===== src/rtl/dpram_pkg.sv =====
// dpram_pkg: definitions shared by the DPRAM port agents of a mesh node.
//   RAM_OP_READ / RAM_OP_WRITE : encoding of the DPRAM per-port `wr` pin
//                                (1 = read, 0 = write).
//   addr_width(depth)          : address width for a RAM of `depth` words.
package dpram_pkg;

    localparam logic RAM_OP_READ  = 1'b1;
    localparam logic RAM_OP_WRITE = 1'b0;

    // A single-word RAM still needs a 1-bit address bus.
    function automatic int addr_width(input int depth);
        return (depth > 1) ? $clog2(depth) : 1;
    endfunction

endpackage


===== src/rtl/dpram_port_client_if.sv =====
// dpram_port_client_if: request/response channels of one DPRAM port client.
//   req_valid/req_ready/req_write/req_addr/req_wdata : command channel
//   rsp_valid/rsp_ready/rsp_data                     : response channel
// Handshake: a transfer happens on a rising edge where valid and ready are
// both high. A source holds valid and its payload stable until the transfer;
// ready may change freely and carries no obligation while valid is low.
// Modports:
//   master : the requester (drives commands, consumes responses)
//   slave  : the port client (accepts commands, produces responses)
interface dpram_port_client_if #(
    parameter int DATA_WIDTH = 32,
    parameter int AW         = 10
) ();
    logic                  req_valid;
    logic                  req_ready;
    logic                  req_write;
    logic [AW-1:0]         req_addr;
    logic [DATA_WIDTH-1:0] req_wdata;
    logic                  rsp_valid;
    logic                  rsp_ready;
    logic [DATA_WIDTH-1:0] rsp_data;

    modport master (
        output req_valid, req_write, req_addr, req_wdata, rsp_ready,
        input  req_ready, rsp_valid, rsp_data
    );

    modport slave (
        input  req_valid, req_write, req_addr, req_wdata, rsp_ready,
        output req_ready, rsp_valid, rsp_data
    );
endinterface


===== src/rtl/dpram_rsp_fifo.sv =====
// dpram_rsp_fifo: small synchronous FIFO for response data.
//   clk, rst_n      : clock, synchronous active-low reset (empties the FIFO)
//   push, push_data : write an entry at the tail
//   pop, pop_data   : remove the head entry; pop_data is the head, 0 when empty
//   empty, count    : occupancy status
// Pointers wrap modulo DEPTH, so DEPTH need not be a power of two.
// Simultaneous push and pop keep the count unchanged and preserve order.
module dpram_rsp_fifo #(
    parameter int DATA_WIDTH = 32,
    parameter int DEPTH      = 3,
    localparam int PW        = (DEPTH > 1) ? $clog2(DEPTH) : 1,
    localparam int CW        = $clog2(DEPTH + 1)
) (
    input  logic                  clk,
    input  logic                  rst_n,
    input  logic                  push,
    input  logic [DATA_WIDTH-1:0] push_data,
    input  logic                  pop,
    output logic [DATA_WIDTH-1:0] pop_data,
    output logic                  empty,
    output logic [CW-1:0]         count
);

    logic [DATA_WIDTH-1:0] mem_q [DEPTH];
    logic [PW-1:0]         wr_ptr_q, wr_ptr_d;
    logic [PW-1:0]         rd_ptr_q, rd_ptr_d;
    logic [CW-1:0]         count_q, count_d;
    logic                  full;
    logic                  pop_ok;
    logic                  push_ok;

    function automatic logic [PW-1:0] ptr_inc(input logic [PW-1:0] p);
        return (p == PW'(DEPTH - 1)) ? '0 : p + 1'b1;
    endfunction

    assign empty    = (count_q == '0);
    assign full     = (count_q == CW'(DEPTH));
    assign count    = count_q;
    assign pop_data = empty ? '0 : mem_q[rd_ptr_q];
    assign pop_ok   = pop && !empty;
    // A full FIFO can still take a push when the head leaves in the same cycle.
    assign push_ok  = push && (!full || pop_ok);

    always_comb begin
        wr_ptr_d = wr_ptr_q;
        rd_ptr_d = rd_ptr_q;
        count_d  = count_q;
        if (push_ok) begin
            wr_ptr_d = ptr_inc(wr_ptr_q);
        end
        if (pop_ok) begin
            rd_ptr_d = ptr_inc(rd_ptr_q);
        end
        case ({push_ok, pop_ok})
            2'b10:   count_d = count_q + 1'b1;
            2'b01:   count_d = count_q - 1'b1;
            default: count_d = count_q;
        endcase
    end

    always_ff @(posedge clk) begin
        if (!rst_n) begin
            wr_ptr_q <= '0;
            rd_ptr_q <= '0;
            count_q  <= '0;
        end else begin
            wr_ptr_q <= wr_ptr_d;
            rd_ptr_q <= rd_ptr_d;
            count_q  <= count_d;
        end
    end

    // Storage needs no reset: the head is masked to 0 while empty.
    always_ff @(posedge clk) begin
        if (rst_n && push_ok) begin
            mem_q[wr_ptr_q] <= push_data;
        end
    end

    // Upstream flow control must never push into a full FIFO.
    a_no_overflow: assert property (@(posedge clk) disable iff (!rst_n)
        !(push && full && !pop_ok))
        else $error("dpram_rsp_fifo: push while full");

endmodule


===== src/rtl/dpram_port_client.sv =====
// dpram_port_client: initiator side of one DPRAM port.
//   clock, reset_n : clock, synchronous active-low reset
//   bus (slave)    : command channel in, response channel out
//   ram_en/ram_wr/ram_addr/ram_wdata : DPRAM port pins (wr: 1 = read, 0 = write)
//   ram_rdata      : DPRAM read data, valid one cycle after a read enable
// Commands drive the RAM pins combinationally in their accept cycle. Read data
// is captured one cycle later into a response FIFO. Credits (in-flight read
// plus buffered entries) gate req_ready, so the FIFO never overflows and
// req_ready never depends on rsp_ready or req_valid.
// Build option: define DPRAM_CLIENT_WACK_EN to make each accepted write return
// a response with data 0, ordered with reads and consuming a credit.
module dpram_port_client
    import dpram_pkg::*;
#(
    parameter int  DATA_WIDTH = 32,
    parameter int  DEPTH      = 1024,
    parameter int  RSP_DEPTH  = 3,
    localparam int AW         = addr_width(DEPTH),
    localparam int CW         = $clog2(RSP_DEPTH + 1)
) (
    input  logic                   clock,
    input  logic                   reset_n,
    dpram_port_client_if.slave     bus,
    output logic                   ram_en,
    output logic                   ram_wr,
    output logic [AW-1:0]          ram_addr,
    output logic [DATA_WIDTH-1:0]  ram_wdata,
    input  logic [DATA_WIDTH-1:0]  ram_rdata
);

    logic                  fire;
    logic                  inflight_q, inflight_d;
    // Set when the in-flight slot holds a write ack rather than a read.
    logic                  inflight_wr_q, inflight_wr_d;
    logic [CW-1:0]         rsp_count;
    logic [CW:0]           used;
    logic                  fifo_empty;
    logic [DATA_WIDTH-1:0] push_data;
    logic                  pop;

    assign used          = (CW+1)'(inflight_q) + (CW+1)'(rsp_count);
    assign bus.req_ready = reset_n && (used < (CW+1)'(RSP_DEPTH));
    assign fire          = bus.req_valid && bus.req_ready;

    // Pins are idle-zero so the RAM sees nothing outside an accept cycle.
    assign ram_en    = fire;
    assign ram_wr    = fire ? (bus.req_write ? RAM_OP_WRITE : RAM_OP_READ) : 1'b0;
    assign ram_addr  = fire ? bus.req_addr  : '0;
    assign ram_wdata = fire ? bus.req_wdata : '0;

    always_comb begin
        inflight_d    = 1'b0;
        inflight_wr_d = 1'b0;
`ifdef DPRAM_CLIENT_WACK_EN
        inflight_d    = fire;
        inflight_wr_d = fire && bus.req_write;
`else
        inflight_d    = fire && !bus.req_write;
`endif
    end

    always_ff @(posedge clock) begin
        if (!reset_n) begin
            inflight_q    <= 1'b0;
            inflight_wr_q <= 1'b0;
        end else begin
            inflight_q    <= inflight_d;
            inflight_wr_q <= inflight_wr_d;
        end
    end

    // ram_rdata only matters while a read is in flight; a write ack carries 0.
    assign push_data     = inflight_wr_q ? '0 : ram_rdata;
    assign bus.rsp_valid = !fifo_empty;
    assign pop           = bus.rsp_valid && bus.rsp_ready;

    dpram_rsp_fifo #(
        .DATA_WIDTH (DATA_WIDTH),
        .DEPTH      (RSP_DEPTH)
    ) u_rsp_fifo (
        .clk       (clock),
        .rst_n     (reset_n),
        .push      (inflight_q),
        .push_data (push_data),
        .pop       (pop),
        .pop_data  (bus.rsp_data),
        .empty     (fifo_empty),
        .count     (rsp_count)
    );

endmodule

===== src/flat_wrapper.sv =====
// flat-port wrapper written by rule: the top's interface ports become plain ports
module dpram_port_client_flat import dpram_pkg::*;
#(
    parameter int  DATA_WIDTH = 32,
    parameter int  DEPTH      = 1024,
    parameter int  RSP_DEPTH  = 3,
    localparam int AW         = addr_width(DEPTH),
    localparam int CW         = $clog2(RSP_DEPTH + 1)
)
  (clock, reset_n, ram_en, ram_wr, ram_addr, ram_wdata, ram_rdata, bus_req_valid, bus_req_write, bus_req_addr, bus_req_wdata, bus_rsp_ready, bus_req_ready, bus_rsp_valid, bus_rsp_data);
  dpram_port_client_if #(.DATA_WIDTH(DATA_WIDTH)) bus_i ();
  input  logic clock;
  input  logic reset_n;
  output logic ram_en;
  output logic ram_wr;
  output logic [AW-1:0] ram_addr;
  output logic [DATA_WIDTH-1:0] ram_wdata;
  input  logic [DATA_WIDTH-1:0] ram_rdata;
  input wire logic [$bits(bus_i.req_valid)-1:0] bus_req_valid;
  input wire logic [$bits(bus_i.req_write)-1:0] bus_req_write;
  input wire logic [$bits(bus_i.req_addr)-1:0] bus_req_addr;
  input wire logic [$bits(bus_i.req_wdata)-1:0] bus_req_wdata;
  input wire logic [$bits(bus_i.rsp_ready)-1:0] bus_rsp_ready;
  output wire logic [$bits(bus_i.req_ready)-1:0] bus_req_ready;
  output wire logic [$bits(bus_i.rsp_valid)-1:0] bus_rsp_valid;
  output wire logic [$bits(bus_i.rsp_data)-1:0] bus_rsp_data;
  assign bus_i.req_valid = bus_req_valid;
  assign bus_i.req_write = bus_req_write;
  assign bus_i.req_addr = bus_req_addr;
  assign bus_i.req_wdata = bus_req_wdata;
  assign bus_i.rsp_ready = bus_rsp_ready;
  assign bus_req_ready = bus_i.req_ready;
  assign bus_rsp_valid = bus_i.rsp_valid;
  assign bus_rsp_data = bus_i.rsp_data;
  dpram_port_client #(.DATA_WIDTH(DATA_WIDTH), .DEPTH(DEPTH), .RSP_DEPTH(RSP_DEPTH)) u_core (.clock(clock), .reset_n(reset_n), .bus(bus_i), .ram_en(ram_en), .ram_wr(ram_wr), .ram_addr(ram_addr), .ram_wdata(ram_wdata), .ram_rdata(ram_rdata));
endmodule

===== config.mk =====
export PLATFORM = sky130hd
export DESIGN_NAME = dpram_port_client_flat
export DESIGN_NICKNAME = d
export VERILOG_FILES = /design/src/rtl/dpram_pkg.sv /design/src/rtl/dpram_port_client_if.sv /design/src/rtl/dpram_rsp_fifo.sv /design/src/rtl/dpram_port_client.sv /design/src/flat_wrapper.sv
export SDC_FILE = /design/constraint.sdc
export NUM_CORES = 1
export LEC_CHECK = 0
export BUFFER_PORTS_ARGS = -buffer_cell sky130_fd_sc_hd__buf_2
export CORE_MARGIN = 5
export CORE_UTILIZATION = 34
export DETAILED_ROUTE_END_ITERATION = 8
export PLACE_DENSITY = 0.55
export REMOVE_ABC_BUFFERS = 1
export SLEW_MARGIN = 20
export SYNTH_ARGS = -nofsm -noshare
export SYNTH_HDL_FRONTEND = slang
export SYNTH_SLANG_ARGS = --single-unit
export TNS_END_PERCENT = 50

===== constraint.sdc =====
create_clock -name clock -period 5.15 [get_ports clock]
set_input_delay 0 -clock clock [delete_from_list [all_inputs] [get_ports clock]]
set_output_delay 0 -clock clock [all_outputs]
set_load 0.05 [all_outputs]

**Word level (Yosys, flattened, before mapping)**

Memories as Yosys holds them, arrays and structs flattened. A register that Yosys moved wholly into a read port is not among the register bits.
Cells that the tools add are included.

- $add $sub $neg: 5
- Magnitude comparators: 1
- Equal/unequal tests: 5
- Mux-type cells: 12
- Reduce and logical (&&, ||, !) cells: 13

Operators by type and width:

| kind | count |
|---|---|
| $mux W32 | 2 |
| $mux W10 | 1 |
| $eq A2 B2 Y1 const B | 4 |
| $mux W2 | 4 |
| $logic_and A1 B1 Y1 | 7 |
| $add A2 B1 Y2 const B | 3 |
| $mux W1 | 4 |
| $pmux W2 S2 | 1 |
| $add A1 B2 Y3 | 1 |
| $logic_not A1 Y1 | 3 |
| $lt A3 B2 Y1 const B | 1 |
| $eq A2 B1 Y1 const B | 1 |
| $logic_not A2 Y1 | 1 |
| $reduce_bool A2 Y1 | 1 |
| $sub A2 B1 Y2 const B | 1 |
| $logic_or A1 B1 Y1 | 1 |

- Register bits after elaboration: 7
- Bits in writable memories: 96
- Bits of input ports: 79
- Output and inout port bits: 78
- Logic and storage cells: 41
- Memories: 1

Memories:

| memory | words | bits a word | read ports | clocked after memory_dff | write ports | line | RTL |
|---|---|---|---|---|---|---|---|
| u_core.u_rsp_fifo.mem_q | 3 | 32 | 1 | 1 | 1 | dpram_rsp_fifo.sv:24 | `logic [DATA_WIDTH-1:0] mem_q [DEPTH];` |

**Depth between registers and ports, before layout**

- Word-level depth: 9
- Gate-level depth with buffers: 7
- Mapped depth without buffers: 7

**Cells and area by module**

A second synthesis with hierarchy kept.

- Cells, all modules: 349
- Area, all modules: 4,917.2 µm²

By module, submodules not included:

| module | instances | cells each | area each (µm²) | seq. area each (µm²) |
|---|---|---|---|---|
| dpram_rsp_fifo | 1 | 239 | 4,092.7 | 3,042.9 |
| dpram_port_client | 1 | 110 | 824.5 | 20.0 |

**Least setup slack after synthesis**

Ideal clock, no wire load.

- Path type: reg2reg
- Start point: register u_core.u_rsp_fifo.count_q[0], in the netlist u_core.u_rsp_fifo.count[0]
- End point: memory u_core.u_rsp_fifo.mem_q[2][0], enable pin
- Setup time: 468 ps
- Data arrival time: 3,033 ps
- Data required time: 4,682 ps
- Slack: 1,649 ps
- Cell stages (with the launch flop): 4
- Path buffers: 0
- Period minus slack after synthesis: 3,501 ps
- Path through: dfxtp_1 -> nand3b_1 -> nand3_1 -> nor3b_1

- Longest elaborated chain between the ends: 9
- Elaborated cells on any way between the ends: 11
- Classes of those cells: 1 x eq/ne; 2 x mux; 8 x reduce/logical

RTL lines:

| what | line | RTL |
|---|---|---|
| from (decl) | dpram_rsp_fifo.sv:27 | `logic [CW-1:0] count_q, count_d;` |
| from (signal assigned) | dpram_rsp_fifo.sv:69 | `count_q <= count_d;` |
| $logic_not A2 Y1 | dpram_rsp_fifo.sv:36 | `assign empty = (count_q == '0);` |
| $logic_not A1 Y1 | dpram_rsp_fifo.sv:40, dpram_port_client.sv:74 |  |
| $logic_and A1 B1 Y1 | dpram_port_client.sv:75 | `assign pop = bus.rsp_valid && bus.rsp_ready;` |
| $logic_and A1 B1 Y1 | dpram_rsp_fifo.sv:40 | `assign pop_ok = pop && !empty;` |
| $logic_or A1 B1 Y1 (*) | dpram_rsp_fifo.sv:42 | `assign push_ok = push && (!full \|\| pop_ok);` |
| $logic_and A1 B1 Y1 (*) | dpram_rsp_fifo.sv:42 |  |
| $logic_and A1 B1 Y1 (*) | dpram_rsp_fifo.sv:75 | `if (rst_n && push_ok) begin` |
| $mux W1 (*) | dpram_rsp_fifo.sv:75 |  |
| $mux W1 (implied by the code) (*) | dpram_rsp_fifo.sv:76 | `mem_q[wr_ptr_q] <= push_data;` |
| to (decl) | dpram_rsp_fifo.sv:24 |  |

Every way passes the cells marked *; elsewhere a longest branch is shown, timed or not.

**Final worst setup path**

- Start point: register u_core.u_rsp_fifo.count_q[0], in the netlist u_core.u_rsp_fifo.count[0]
- End point: output ram_wdata[16]

- Longest elaborated chain between the ends: 5

RTL lines:

| what | line | RTL |
|---|---|---|
| $add A1 B2 Y3 | dpram_port_client.sv:41 | `assign used = (CW+1)'(inflight_q) + (CW+1)'(rsp_count);` |
| $lt A3 B2 Y1 | dpram_port_client.sv:42 | `assign bus.req_ready = reset_n && (used < (CW+1)'(RSP_DEPTH));` |
| $logic_and A1 B1 Y1 | dpram_port_client.sv:42 |  |
| $logic_and A1 B1 Y1 | dpram_port_client.sv:43 | `assign fire = bus.req_valid && bus.req_ready;` |
| $mux W32 | dpram_port_client.sv:49 | `assign ram_wdata = fire ? bus.req_wdata : '0;` |
| to (decl) | flat_wrapper.sv:17 | `output logic [DATA_WIDTH-1:0] ram_wdata;` |

No other way between the ends.

==> qor.txt <==
run status: finished clean
commonest non-fill, non-tap cell in the layout: buf_2
Max-slew headroom: 33.5%
Crit path top cell by count: ha_1
Setup Crit Path Kind: reg -> out
pin count of the biggest net entering global routing: 46
most frequent cells in the layout: 156 x buf_2, 96 x edfxtp_1, 44 x and2_1
Fmax: 367 MHz
Worst Path Buf+Inv: 1
Final setup violation count: 0
CTS Sinks: 105
worst hold path cell count: 4
P&R area growth vs syn: 35.3%
post-synthesis cell count: 295
Initial Util: 35.1%
wirelength, routed: 9970 µm
count of final max-slew check failures: 0
clock transition at the registers of the reported paths: 70 ps
Final min period: 2730 ps
Peak VDD IR: 0.132 mV
Post-DRT Antenna Nets: 0
Layout Skew: 3.72 ps
Distinct cells, synth: 29
Critical Path Source Type: register
post_cts resized: 0
power per cell area: 347 mW/mm²
crit path capture type: primary output
Syn Area/Cell: 15.1 µm²
first-pass GRT wire length: 15900 µm
antenna violations before repair: 0
number of global-route vias before repair: 3173
via count: 2952
Site Rows: 41
DRC: 0
Ant. Diodes: 0
hold buffers post-CTS: 34
die width: 125 µm
Post-CTS Setup Bufs: 0
detailed-router iteration count before antenna repair: 4
Final Hold Fails: 0
CP peak stage delay: 850 ps
Max H-tree Level: 3
worst-path cell chain: ha_1, ha_1, nand2_1, and4b_1, and2_1, buf_2
Crit path depth: 6
Core Util, Final: 47.5%
Yosys top cell area share: 64.6%
Die Ht: 125 µm
grt total ovfl: 0
Mapped Area: 0.00446 mm²
slowest CP cell: and4b_1
hold slack: 30.4 ps
RePlAce Congestion: 0.741
clock buffer depth: 2
R2R depth: 5
share of post-route cells with drive strength above 1: 42.3%
HP Class: in -> reg
drt wl/cell: 15.1 µm
area leader, netlist: edfxtp_1
leakage power total: 2.40 nW
synth top area cells: edfxtp_1 65%, mux2i_1 7.2%, and2_1 6.2%
CTS tree: built
Critical Path RT: 5150 ps
Skew-Pair Late Insertion Delay: 340 ps
Arr. time, crit path: 2730 ps
total negative slack: 0 ps
sequential area share after synthesis: 68.6%
Tcrit/Tclk final: 52.9%
IO Port Bufs: 156
Worst Tran Pin Value: 997 ps
delay-heaviest family, CP: simple AND/OR/NAND/NOR gates
all-layer global routing usage: 12.9%
CORE AREA: 0.0127 mm²
Num CTS Buffers: 9
die footprint: 0.0155 mm²
RSZ-0062 raised after global routing: no
post-DR vias/cell: 4.47
DPL Wire Length: 6450 µm
1st-iter DRT viols: 120
Seq cells post-synth: 105
I/O pin cnt: 157
Synth Warn #: 0
clock tree root buffer cell: clkbuf_16
max-cap violations: 0
crit path max fanout: 45
Final nets: 566
==> worst min-delay path: stages <==
cell,delay [ps]
buf_2,100
o21ai_2,80
nand2_1,70
a21boi_1,70
==> cells by family (layout without fill, tap and decap cells) <==
logic type      after synthesis  in the layout  share of synthesized area, %
flops                       105            105                          68.6
simple gates                 94             94                          11.2
mux                          64             64                          15.2
buf+inv                      20            214                          2.49
compound gates                7              7                          1.21
fa+ha+maj                     3              3                         0.841
xor+xnor                      2              2                         0.392
==> path summary, 6_finish.rpt <==
path,from,to,slack [ps]
max,u_core.u_rsp_fifo.count[0],ram_wdata[16],2420
min,bus_rsp_ready,register,30
max reg2reg,u_core.u_rsp_fifo.count[0],u_core.inflight_q,3020
min reg2reg,u_core.u_rsp_fifo.rd_ptr_q[1],register,500
==> metal layers <==
layer  track usage (%)  share of wire, %
met3              3.56               7.0
met2              21.8                48
met1              15.9                43
met4              4.84               1.3
met5                 0                 0
==> power by group <==
part           internal [mW]  switching (mW)  leakage [nW]
combinational          0.151           0.345          1.33
sequential             0.943          0.0286         0.940
clock                  0.333           0.298         0.134
==> cells in the mapped netlist <==
| cell type | instances |
|---|---|
| nor3b_1 | 1 |
| nand3b_1 | 1 |
| mux2_2 | 24 |
| nor2b_1 | 2 |
| clkbuf_2 | 4 |
| or3b_1 | 1 |
| nor2_1 | 33 |
| mux2_1 | 8 |
| nand3_1 | 1 |
| o32ai_1 | 2 |
| and2_1 | 44 |
| a21boi_0 | 1 |
| o21ai_2 | 1 |
| and4b_1 | 1 |
| xnor2_1 | 2 |
| buf_2 | 7 |
| dfxtp_1 | 9 |
| inv_1 | 4 |
| ha_1 | 3 |
| and3b_1 | 1 |
| edfxtp_1 | 96 |
| mux2i_1 | 32 |
| a21boi_1 | 2 |
| nor3_1 | 2 |
| clkbuf_1 | 2 |
| nand2_1 | 5 |
| or3_1 | 2 |
| o21ai_0 | 1 |
| buf_6 | 3 |
==> sequential cells by signal, summed over array words and instances (netlist names), named ones only <==
register                    cells
u_core.inflight_q               1
u_core.u_rsp_fifo.count         2
u_core.u_rsp_fifo.mem_q        96
u_core.u_rsp_fifo.rd_ptr_q      2
u_core.u_rsp_fifo.wr_ptr_q      2
==> through the flow <==
step	power [mW]	cells	setup slack, ps	area [µm²]
after floorplan	1.33	279	1650	4370
after global placement	1.47	611	2820	5420
after detailed placement	1.47	611	2750	5420
after CTS	2.13	661	2360	6040
after global routing	2.19	661	2170	6040
final	2.10	661	2420	6040
==> layout make-up <==
cell class	count	area, µm²
repair buffers	194	1150
clock inverters	7	53.8
fillers	1173	6680
multi-input cells	170	1310
inverters	4	15.0
clock buffers	9	225
well taps	172	215
flip-flops and latches	105	3070
No activity file was read; power rests on OpenSTA's default activity.
